### src/rtl/truncon_sweep_ctrl_if.sv
// Result stream between the sweep sequencer and its consumer.
// valid/ready handshake carrying one captured datapath sample.
interface truncon_sweep_ctrl_if #(
  parameter int WIDTH = 8
);
  logic             res_valid;
  logic             res_ready;
  logic [WIDTH-1:0] res_in;
  logic [WIDTH-1:0] res_out;
  logic             res_equal;

  modport master (
    output res_valid,
    output res_in,
    output res_out,
    output res_equal,
    input  res_ready
  );

  modport slave (
    input  res_valid,
    input  res_in,
    input  res_out,
    input  res_equal,
    output res_ready
  );
endinterface

### src/rtl/truncon_sweep_ctrl.sv
// Sweep sequencer for the truncate/concatenate/compare datapath.
// Drives first..last onto dp_in, settles, captures, streams results.
module truncon_sweep_ctrl #(
  parameter int WIDTH  = 8,
  parameter int SETTLE = 1
) (
  input  logic             clk,
  input  logic             rst_n,
  input  logic             start,
  input  logic             abort,
  input  logic [WIDTH-1:0] sweep_first,
  input  logic [WIDTH-1:0] sweep_last,
  output logic [WIDTH-1:0] dp_in,
  input  logic [WIDTH-1:0] dp_out,
  input  logic             dp_equal,
  truncon_sweep_ctrl_if.master res,
  output logic [WIDTH:0]   match_count,
  output logic             busy,
  output logic             done
);

  typedef enum logic [1:0] {
    S_IDLE,
    S_DRIVE,
    S_HOLD,
    S_FIN
  } state_t;

  localparam logic [3:0] CNT_LOAD = 4'(SETTLE - 1);

  state_t           r_state;
  state_t           w_state_nx;
  logic [WIDTH-1:0] r_dp_in;
  logic [WIDTH-1:0] w_dp_in_nx;
  logic [WIDTH-1:0] r_last;
  logic [WIDTH-1:0] w_last_nx;
  logic [3:0]       r_cnt;
  logic [3:0]       w_cnt_nx;
  logic [WIDTH-1:0] r_res_in;
  logic [WIDTH-1:0] w_res_in_nx;
  logic [WIDTH-1:0] r_res_out;
  logic [WIDTH-1:0] w_res_out_nx;
  logic             r_res_eq;
  logic             w_res_eq_nx;
  logic             r_res_valid;
  logic             w_res_valid_nx;
  logic [WIDTH:0]   r_match;
  logic [WIDTH:0]   w_match_nx;
  logic             r_busy;
  logic             w_busy_nx;
  logic             r_done;
  logic             w_done_nx;
  logic             w_hs;

  assign w_hs = r_res_valid & res.res_ready;

  // Next-state and next-register values; abort wins in every active state.
  always_comb begin
    w_state_nx     = r_state;
    w_dp_in_nx     = r_dp_in;
    w_last_nx      = r_last;
    w_cnt_nx       = r_cnt;
    w_res_in_nx    = r_res_in;
    w_res_out_nx   = r_res_out;
    w_res_eq_nx    = r_res_eq;
    w_res_valid_nx = r_res_valid;
    w_match_nx     = r_match;
    w_busy_nx      = r_busy;
    w_done_nx      = 1'b0;
    unique case (r_state)
      S_IDLE: begin
        if (start && !abort) begin
          w_state_nx = S_DRIVE;
          w_dp_in_nx = sweep_first;
          w_last_nx  = sweep_last;
          w_cnt_nx   = CNT_LOAD;
          w_match_nx = '0;
          w_busy_nx  = 1'b1;
        end
      end
      S_DRIVE: begin
        if (abort) begin
          w_state_nx     = S_IDLE;
          w_res_valid_nx = 1'b0;
          w_busy_nx      = 1'b0;
        end else if (r_cnt == 4'd0) begin
          w_state_nx     = S_HOLD;
          w_res_in_nx    = r_dp_in;
          w_res_out_nx   = dp_out;
          w_res_eq_nx    = dp_equal;
          w_res_valid_nx = 1'b1;
          w_match_nx     = r_match
                         + {{WIDTH{1'b0}}, dp_equal};
        end else begin
          w_cnt_nx = r_cnt - 4'd1;
        end
      end
      S_HOLD: begin
        if (abort) begin
          w_state_nx     = S_IDLE;
          w_res_valid_nx = 1'b0;
          w_busy_nx      = 1'b0;
        end else if (w_hs) begin
          w_res_valid_nx = 1'b0;
          if (r_dp_in == r_last) begin
            w_state_nx = S_FIN;
          end else begin
            w_state_nx = S_DRIVE;
            w_dp_in_nx = r_dp_in + 1'b1;
            w_cnt_nx   = CNT_LOAD;
          end
        end
      end
      S_FIN: begin
        w_state_nx     = S_IDLE;
        w_busy_nx      = 1'b0;
        w_res_valid_nx = 1'b0;
        w_done_nx      = !abort;
      end
      default: begin
        w_state_nx = S_IDLE;
      end
    endcase
  end

  // State and datapath registers with asynchronous clear.
  always_ff @(posedge clk or negedge rst_n) begin
    if (!rst_n) begin
      r_state     <= S_IDLE;
      r_dp_in     <= '0;
      r_last      <= '0;
      r_cnt       <= '0;
      r_res_in    <= '0;
      r_res_out   <= '0;
      r_res_eq    <= 1'b0;
      r_res_valid <= 1'b0;
      r_match     <= '0;
      r_busy      <= 1'b0;
      r_done      <= 1'b0;
    end else begin
      r_state     <= w_state_nx;
      r_dp_in     <= w_dp_in_nx;
      r_last      <= w_last_nx;
      r_cnt       <= w_cnt_nx;
      r_res_in    <= w_res_in_nx;
      r_res_out   <= w_res_out_nx;
      r_res_eq    <= w_res_eq_nx;
      r_res_valid <= w_res_valid_nx;
      r_match     <= w_match_nx;
      r_busy      <= w_busy_nx;
      r_done      <= w_done_nx;
    end
  end

  assign dp_in         = r_dp_in;
  assign res.res_valid = r_res_valid;
  assign res.res_in    = r_res_in;
  assign res.res_out   = r_res_out;
  assign res.res_equal = r_res_eq;
  assign match_count   = r_match;
  assign busy          = r_busy;
  assign done          = r_done;

endmodule

### src/flat_wrapper.sv
// flat-port wrapper written by rule: the top's interface ports become plain ports
module truncon_sweep_ctrl_flat 
#(
  parameter int WIDTH  = 8,
  parameter int SETTLE = 1
)
  (clk, rst_n, start, abort, sweep_first, sweep_last, dp_in, dp_out, dp_equal, match_count, busy, done, res_res_valid, res_res_in, res_res_out, res_res_equal, res_res_ready);
  truncon_sweep_ctrl_if #(.WIDTH(WIDTH)) res_i ();
  input  logic clk;
  input  logic rst_n;
  input  logic start;
  input  logic abort;
  input  logic [WIDTH-1:0] sweep_first;
  input  logic [WIDTH-1:0] sweep_last;
  output logic [WIDTH-1:0] dp_in;
  input  logic [WIDTH-1:0] dp_out;
  input  logic dp_equal;
  output logic [WIDTH:0] match_count;
  output logic busy;
  output logic done;
  output wire logic [$bits(res_i.res_valid)-1:0] res_res_valid;
  output wire logic [$bits(res_i.res_in)-1:0] res_res_in;
  output wire logic [$bits(res_i.res_out)-1:0] res_res_out;
  output wire logic [$bits(res_i.res_equal)-1:0] res_res_equal;
  input wire logic [$bits(res_i.res_ready)-1:0] res_res_ready;
  assign res_res_valid = res_i.res_valid;
  assign res_res_in = res_i.res_in;
  assign res_res_out = res_i.res_out;
  assign res_res_equal = res_i.res_equal;
  assign res_i.res_ready = res_res_ready;
  truncon_sweep_ctrl #(.WIDTH(WIDTH), .SETTLE(SETTLE)) u_core (.clk(clk), .rst_n(rst_n), .start(start), .abort(abort), .sweep_first(sweep_first), .sweep_last(sweep_last), .dp_in(dp_in), .dp_out(dp_out), .dp_equal(dp_equal), .res(res_i), .match_count(match_count), .busy(busy), .done(done));
endmodule
### config.mk
export PLATFORM = sky130hd
export DESIGN_NAME = truncon_sweep_ctrl_flat
export DESIGN_NICKNAME = d
export VERILOG_FILES = /design/src/rtl/truncon_sweep_ctrl_if.sv /design/src/rtl/truncon_sweep_ctrl.sv /design/src/flat_wrapper.sv
export SDC_FILE = /design/constraint.sdc
export NUM_CORES = 1
export LEC_CHECK = 0
export ABC_AREA = 1
export CAP_MARGIN = 20
export CORE_MARGIN = 2
export CORE_UTILIZATION = 48
export CTS_BUF_LIST = sky130_fd_sc_hd__clkbuf_8
export DETAILED_ROUTE_END_ITERATION = 10
export PLACE_DENSITY_LB_ADDON = 0.05
export SYNTH_ARGS = -nofsm -noshare
export SYNTH_HDL_FRONTEND = slang
export SYNTH_SLANG_ARGS = --single-unit
export TNS_END_PERCENT = 10
### constraint.sdc
create_clock -name clk -period 1.7 [get_ports clk]
set_input_delay 0.51 -clock clk [delete_from_list [all_inputs] [get_ports clk]]
set_output_delay 0.51 -clock clk [all_outputs]
set_load 0.005 [all_outputs]
==> results.md, run 1 <==
- Status: finished clean
- Mapped Cells: 359
- Fin crit period: 1.66 ns
- DR pass1 iterations: 5
- Static leakage: 2.19 nW
- Pint: 3.75 mW
- Final wirelength: 6.60 mm
- Synthesis-to-layout area growth: 41.6%
- Crit share post-route: 0.975
- Gate power share: 0.544
- Slew Limit Headroom: 0.762
- Post-DP Area: 3640 sq um
- Commonest cells after routing, fill and taps aside: 150 x nand2_1, 47 x dfrtp_1, 33 x buf_4
- Setup crit start: u_core.busy
- Post-DRT Antenna Nets: 0
- Worst-path cell chain: clkdlybuf4s50_1
- Die area: 6340 sq um
- Via Count: 2617
- Synth Warn #: 0
- Inserted Diodes: 0
- Crit-path slowest cell: clkdlybuf4s50_1
- Fmax: 0.603 GHz
- Largest net degree at the start of global routing: 29
- CTS H-Tree Depth: 2
- Vias in the first global route: 2332
- 1st-iter DRT viols: 132
- CP Capture Type: output pin
- Mapped Area: 2750 sq um
- Global-route wire length before repair: 10.4 mm
- Area of the multi-input gates: 1350 sq um
- Worst Path Buf+Inv: 1
- Final Hold Fails: 0
- Placement row count: 27
- Placer congestion estimate: 0.923
- Drt drc: 0
- Die Wd: 79.6 um
- Sw Ratio: 0.414
- Core Footprint: 5510 sq um
- Total global-route track usage: 0.206
- DPL Wire Length: 4.78 mm
- Design Area, Final: 3890 sq um
- Synthesis-stage register bit count: 51
- Initial antenna violation count: 0
- Total of max-cap violations: 0
- Crit-path leading delay family: buffers and inverters
- Worst min-delay path category: register to register
- I/O pin count: 67
- Cts bufs inserted: 5
- Cell taking the most area after synthesis: dfrtp_1
- Clk buf depth: 2
- CP arrival: 1.15 ns
- CP max FO: 2
- # nets final: 494
- CP Data Required Time: 1.19 ns
- Switch Pwr: 2.66 mW
- Vias/cell: 4.96
- Layout cells sized above 1: 0.164
- Mapped Nets: 398
- Root Buffer: clkbuf_8
- Syn avg cell area: 7.65 sq um
- Share of power burned in the clock network: 0.111
- Unrepaired setup endpoints after global routing: yes
- Yosys top cell area share: 0.465
- Peak VDD IR: 928 uV
- Grt total ovfl: 0
- Commonest non-fill, non-tap cell in the layout: nand2_1
- Number of fill cells: 475
- Tightest Pin Transition: 0.356 ns
- Kind of critical path: register to output pin
- Final Setup Violations: 0
- Register Area: 1280 sq um
- Initial Utilization: 0.499
- Sequential cell area fraction in the yosys report: 0.465
- CTS tree: built
- CP max stage delay: 0.50 ns
- Hold Startpoint: u_core.res.res_out[2]
- Final Max Tran Viols: 0
- Seq pwr share: 0.345
- Final Non-Filler Cells: 528
- Reg2reg start: u_core.r_state[1]
- Worst-Skew Late Latency: 0.30 ns
- Synth unique cells: 28
- Port Buffers: 66
- Clk pin slew, worst setup/hold paths: 0.10 ns
- Clock sinks: 51
- DR WL/cell: 12.5 um
- Inst Count DP: 513
- Final Skew: 0.00756 ns
- Die Y: 79.6 um
- Top post-synthesis cells by area: dfrtp_1 46%, nand2_1 21%, nand3_1 5.8%
- Pwr dens: 1650 nW/um^2
- Startpoint class of the critical path: register
metal layers:
| layer | part of all wire | GRT usage | up-vias | wire, um |
|---|---|---|---|---|
| li1 | - | - | 1334 | - |
| met1 | 0.46 | 0.279 | 1203 | 3020 |
| met2 | 0.48 | 0.344 | 74 | 3190 |
| met3 | 0.050 | 0.0373 | 6 | 333 |
| met4 | 0.0092 | 0.0466 | 0 | 61 |
| met5 | 0 | 0 | - | 0 |
final timing paths:
kind	end	slack (ns)	cells after the start
hold reg to reg	u_core.res.res_out[2]	0.47	2
max in group asynchronous	u_core.dp_in[6]	0.64	3
min in group asynchronous	u_core.res.res_out[4]	0.52	2
hold / removal	u_core.res.res_out[2]	0.47	2
setup reg to reg	u_core.match_count[4]	0.05	11
setup / recovery	busy	0.04	1
power by group through the flow:
stage	registers [mW]	clock network [mW]	logic [mW]
global placement	2.22	0	3.33
global route	2.29	0.784	3.92
CTS	2.20	0.729	3.32
finish	2.21	0.714	3.48
detailed placement	2.23	0	3.40
floorplan	2.18	0	1.89
cell families (layout without fill, tap and decap cells):
group	Yosys count	count (layout)	synth area share
xor gates and xnor gates	7	7	0.0223
adders and majority gates	9	9	0.0410
DFF	51	51	0.465
buffers and inverters	43	140	0.0702
AOI/OAI and AO/OA	30	30	0.0583
and+or+nand+nor	219	219	0.343
stage by stage:
step	worst slack [ns]	utilization	power (mW)	hold slack, ns	TNS [ns]
finish	0.0423	0.706	6.41	0.475	0
global route	-0.0391	0.706	6.99	0.511	-0.0606
CTS	-0.00254	0.677	6.25	0.484	-0.00254
detailed placement	-0.314	0.661	5.64	0.306	-6.64
global placement	-0.273	0.661	5.55	0.305	-6.16
floorplan	0.177	-	4.08	0.214	0
cell type report:
cell class | count | share of cell area
Tap cell | 72 | 0.0232
Sequential cell | 51 | 0.330
Clock buffer | 5 | 0.0177
Multi-Input combinational cell | 265 | 0.347
Clock inverter | 3 | 0.00483
Inverter | 31 | 0.0306
Timing Repair Buffer | 101 | 0.247
sequential cells by signal, indices dropped and copies added, names as in the netlist, 2 cells and up:
name and cells:
u_core.dp_in 8, u_core.match_count 9, u_core.r_cnt 4, u_core.r_last 8
u_core.r_state 2, u_core.res.res_in 8, u_core.res.res_out 8
repair_timing:
action                                 CTS  global route
pin swaps                                0             2
endpoints found under the hold margin    1             0
setup endpoints to repair               19            40
setup buffers                            1             5
resized for setup                       22            35
hold buffers                             1             0
cells in the mapped netlist:
library cell / instances
inv_1: 25
ha_1: 9
inv_4: 1
nand3_1: 32
nor2_8: 1
o2111a_1: 1
o22ai_1: 1
buf_6: 1
nand4_1: 8
nor2_1: 15
inv_2: 5
o21ai_0: 13
or2_2: 1
dfrtp_1: 51
nand3_2: 2
nand2_2: 2
buf_4: 3
nand2_1: 150
o21ai_1: 8
a22oi_1: 1
nand3b_1: 1
a21oi_1: 6
nor2_2: 4
buf_2: 8
xor2_1: 1
nand2_4: 1
nor3_1: 2
xnor2_1: 6
Note: power is estimated with default switching activity, not from simulation.
==> inputs of run 2 (changes only) <==
Settings changed: CORE_ASPECT_RATIO set to 1.25, CORE_MARGIN 2 to unset, CTS_CLUSTER_SIZE set to 8.
==> run 2 against run 1 <==
  * Count of clock-buffer cells in the layout is the same
  * Routed wire length is essentially flat
  * Highest routed layer unchanged
  * Sequential power shrank 4%
  * Sequential share of layout area is essentially flat
  * Clock power grew 20%
  * Final area is essentially flat
  * Non-clock buffer count shrank 1
  * Register-to-register slack gained 0.05 ns
  * Global-route usage grew 2.7 points
  * Cell count shrank 1.7%
  * Via count shrank 1.3%
  * Die area shrank 4.9%
==> results.md, run 2 (same netlist as run 1, synthesis figures left out) <==
- Place WS: -0.356 ns
- # nets final: 493
- CP Data Required Time: 1.19 ns
- Die Y: 86.6 um
- 1st-iter DRT viols: 155
- Hold WS: 0.156 ns
- DR pass1 iterations: 4
- Tightest Pin Transition: 0.236 ns
- Clock sinks: 51
- Placement row count: 30
- Port Buffers: 66
- Post-DRT Antenna Nets: 0
- Final Skew: 0.0121 ns
- Status: finished clean
- Reg2reg setup slack: 0.10 ns
- Kind of critical path: register to output pin
- Commonest non-fill, non-tap cell in the layout: nand2_1
- Static leakage: 2.19 nW
- Fmax: 0.600 GHz
- Final Setup Violations: 0
- Vias/cell: 4.98
- Placer congestion estimate: 0.843
- Slew Limit Headroom: 0.842
- CP Capture Type: output pin
- Total of max-cap violations: 0
- Fin crit period: 1.67 ns
- Crit-path leading delay family: buffers and inverters
- Peak VDD IR: 1040 uV
- CTS H-Tree Depth: 2
- Worst R2R End: u_core.dp_in[2]
- Final wirelength: 6.59 mm
- CP max stage delay: 0.49 ns
- Grt total ovfl: 0
- Synthesis-to-layout area growth: 41.5%
- DPL Wire Length: 4.82 mm
- Initial Utilization: 0.501
- Layout cells sized above 1: 0.156
- DR WL/cell: 12.7 um
- Pwr dens: 1680 nW/um^2
- Worst min-delay path category: input port to asynchronous set/reset pin
- Drt drc: 0
- Core Footprint: 5480 sq um
- Global-route wire length before repair: 11.2 mm
- Via Count: 2583
- Cts bufs inserted: 5
- Clk buf depth: 2
- FF-to-FF path depth: 8
- Worst Path Buf+Inv: 1
- Max reg flops: 9
- Final worst slack: 0.0321 ns
- Worst-Skew Late Latency: 0.31 ns
- Commonest cells after routing, fill and taps aside: 150 x nand2_1, 47 x dfrtp_1, 31 x nand3_1, 31 x buf_4, 29 x clkdlybuf4s50_1
- Worst-path cell chain: clkdlybuf4s50_1
- Sum Neg Setup Slack: 0 ns
- Final Max Tran Viols: 0
- Final Hold Fails: 0
- Unrepaired setup endpoints after global routing: yes
- CP max FO: 2
- Largest net degree at the start of global routing: 33
- Root Buffer: clkbuf_8
- Startpoint class of the critical path: register
- CTS tree: built
- I/O pin count: 67
- Inserted Diodes: 0
- Die Wd: 69.6 um
- CP arrival: 1.16 ns
- Vias in the first global route: 2498
- Number of fill cells: 440
- CTS hold repair buffers: 0
- Crit share post-route: 0.981
- Total global-route track usage: 0.233
- Die area: 6030 sq um
- Crit-path slowest cell: clkdlybuf4s50_1
- Initial antenna violation count: 0
- Reg2reg start: u_core.dp_in[1]
- Clk pin slew, worst setup/hold paths: 0.10 ns
run 2: layout make-up:
class	count	area [sq um]	area share
sequential	51	1280	0.330
clock inverter	3	43.8	0.0113
inverter	31	121	0.0312
tap	64	80.1	0.0206
timing repair buffer	100	971	0.250
multi-input combinational	265	1320	0.339
clock buffer	5	68.8	0.0177
run 2: worst max-delay path by stage:
stage | from | to | slack (ns) | depth (start not counted)
after global routing | dp_equal | u_core.match_count[8] | -0.03 | 8
after floorplan | u_core.r_state[1] | u_core.match_count[6] | 0.18 | 12
final | u_core.res.res_equal | res_res_equal | 0.03 | 1
after global placement | abort | u_core.dp_in[6] | -0.28 | 8
after CTS | u_core.res.res_in[4] | res_res_in[4] | 0.006 | 1
after detailed placement | dp_equal | u_core.match_count[8] | -0.36 | 8
run 2: metal layers:
layer  GRT usage  share of wire  vias to the layer above
met2       0.405           0.48                       69
met1       0.289           0.45                     1179
li1            -              -                     1324
met4      0.0891          0.020                        0
met5           0              0                        -
met3      0.0419          0.043                       11
run 2: timing repair:
| item | in CTS | in global routing |
|---|---|---|
| setup buffers | 6 | 0 |
| resized for setup | 25 | 28 |
| pin swaps | 0 | 0 |
| setup endpoints to repair | 21 | 54 |
run 2: power by group:
group / total, mW / internal, mW / leakage, nW / switching (mW)
Clock: 0.856 / 0.439 / 0.0581 / 0.417
Combinational: 3.54 / 1.68 / 1.49 / 1.86
Sequential: 2.12 / 1.76 / 0.645 / 0.361
Total: 6.52 / 3.88 / 2.19 / 2.64
run 2: through the flow:
step                utilization  total power [mW]  instances  cell area [sq um]
CTS                       0.695              6.57        519               3810
detailed placement        0.667              5.68        505               3650
global placement          0.667              5.59        505               3650
floorplan                     -              4.08        359               2750
global route              0.709              7.12        519               3880
finish                    0.709              6.52        519               3880
==> inputs of run 3 (changes only) <==
Settings changed: HOLD_SLACK_MARGIN set to 0.12, SLEW_MARGIN set to 20.
==> results of run 3 <==
Final layout, timing and power as in run 2 (identical DEF).
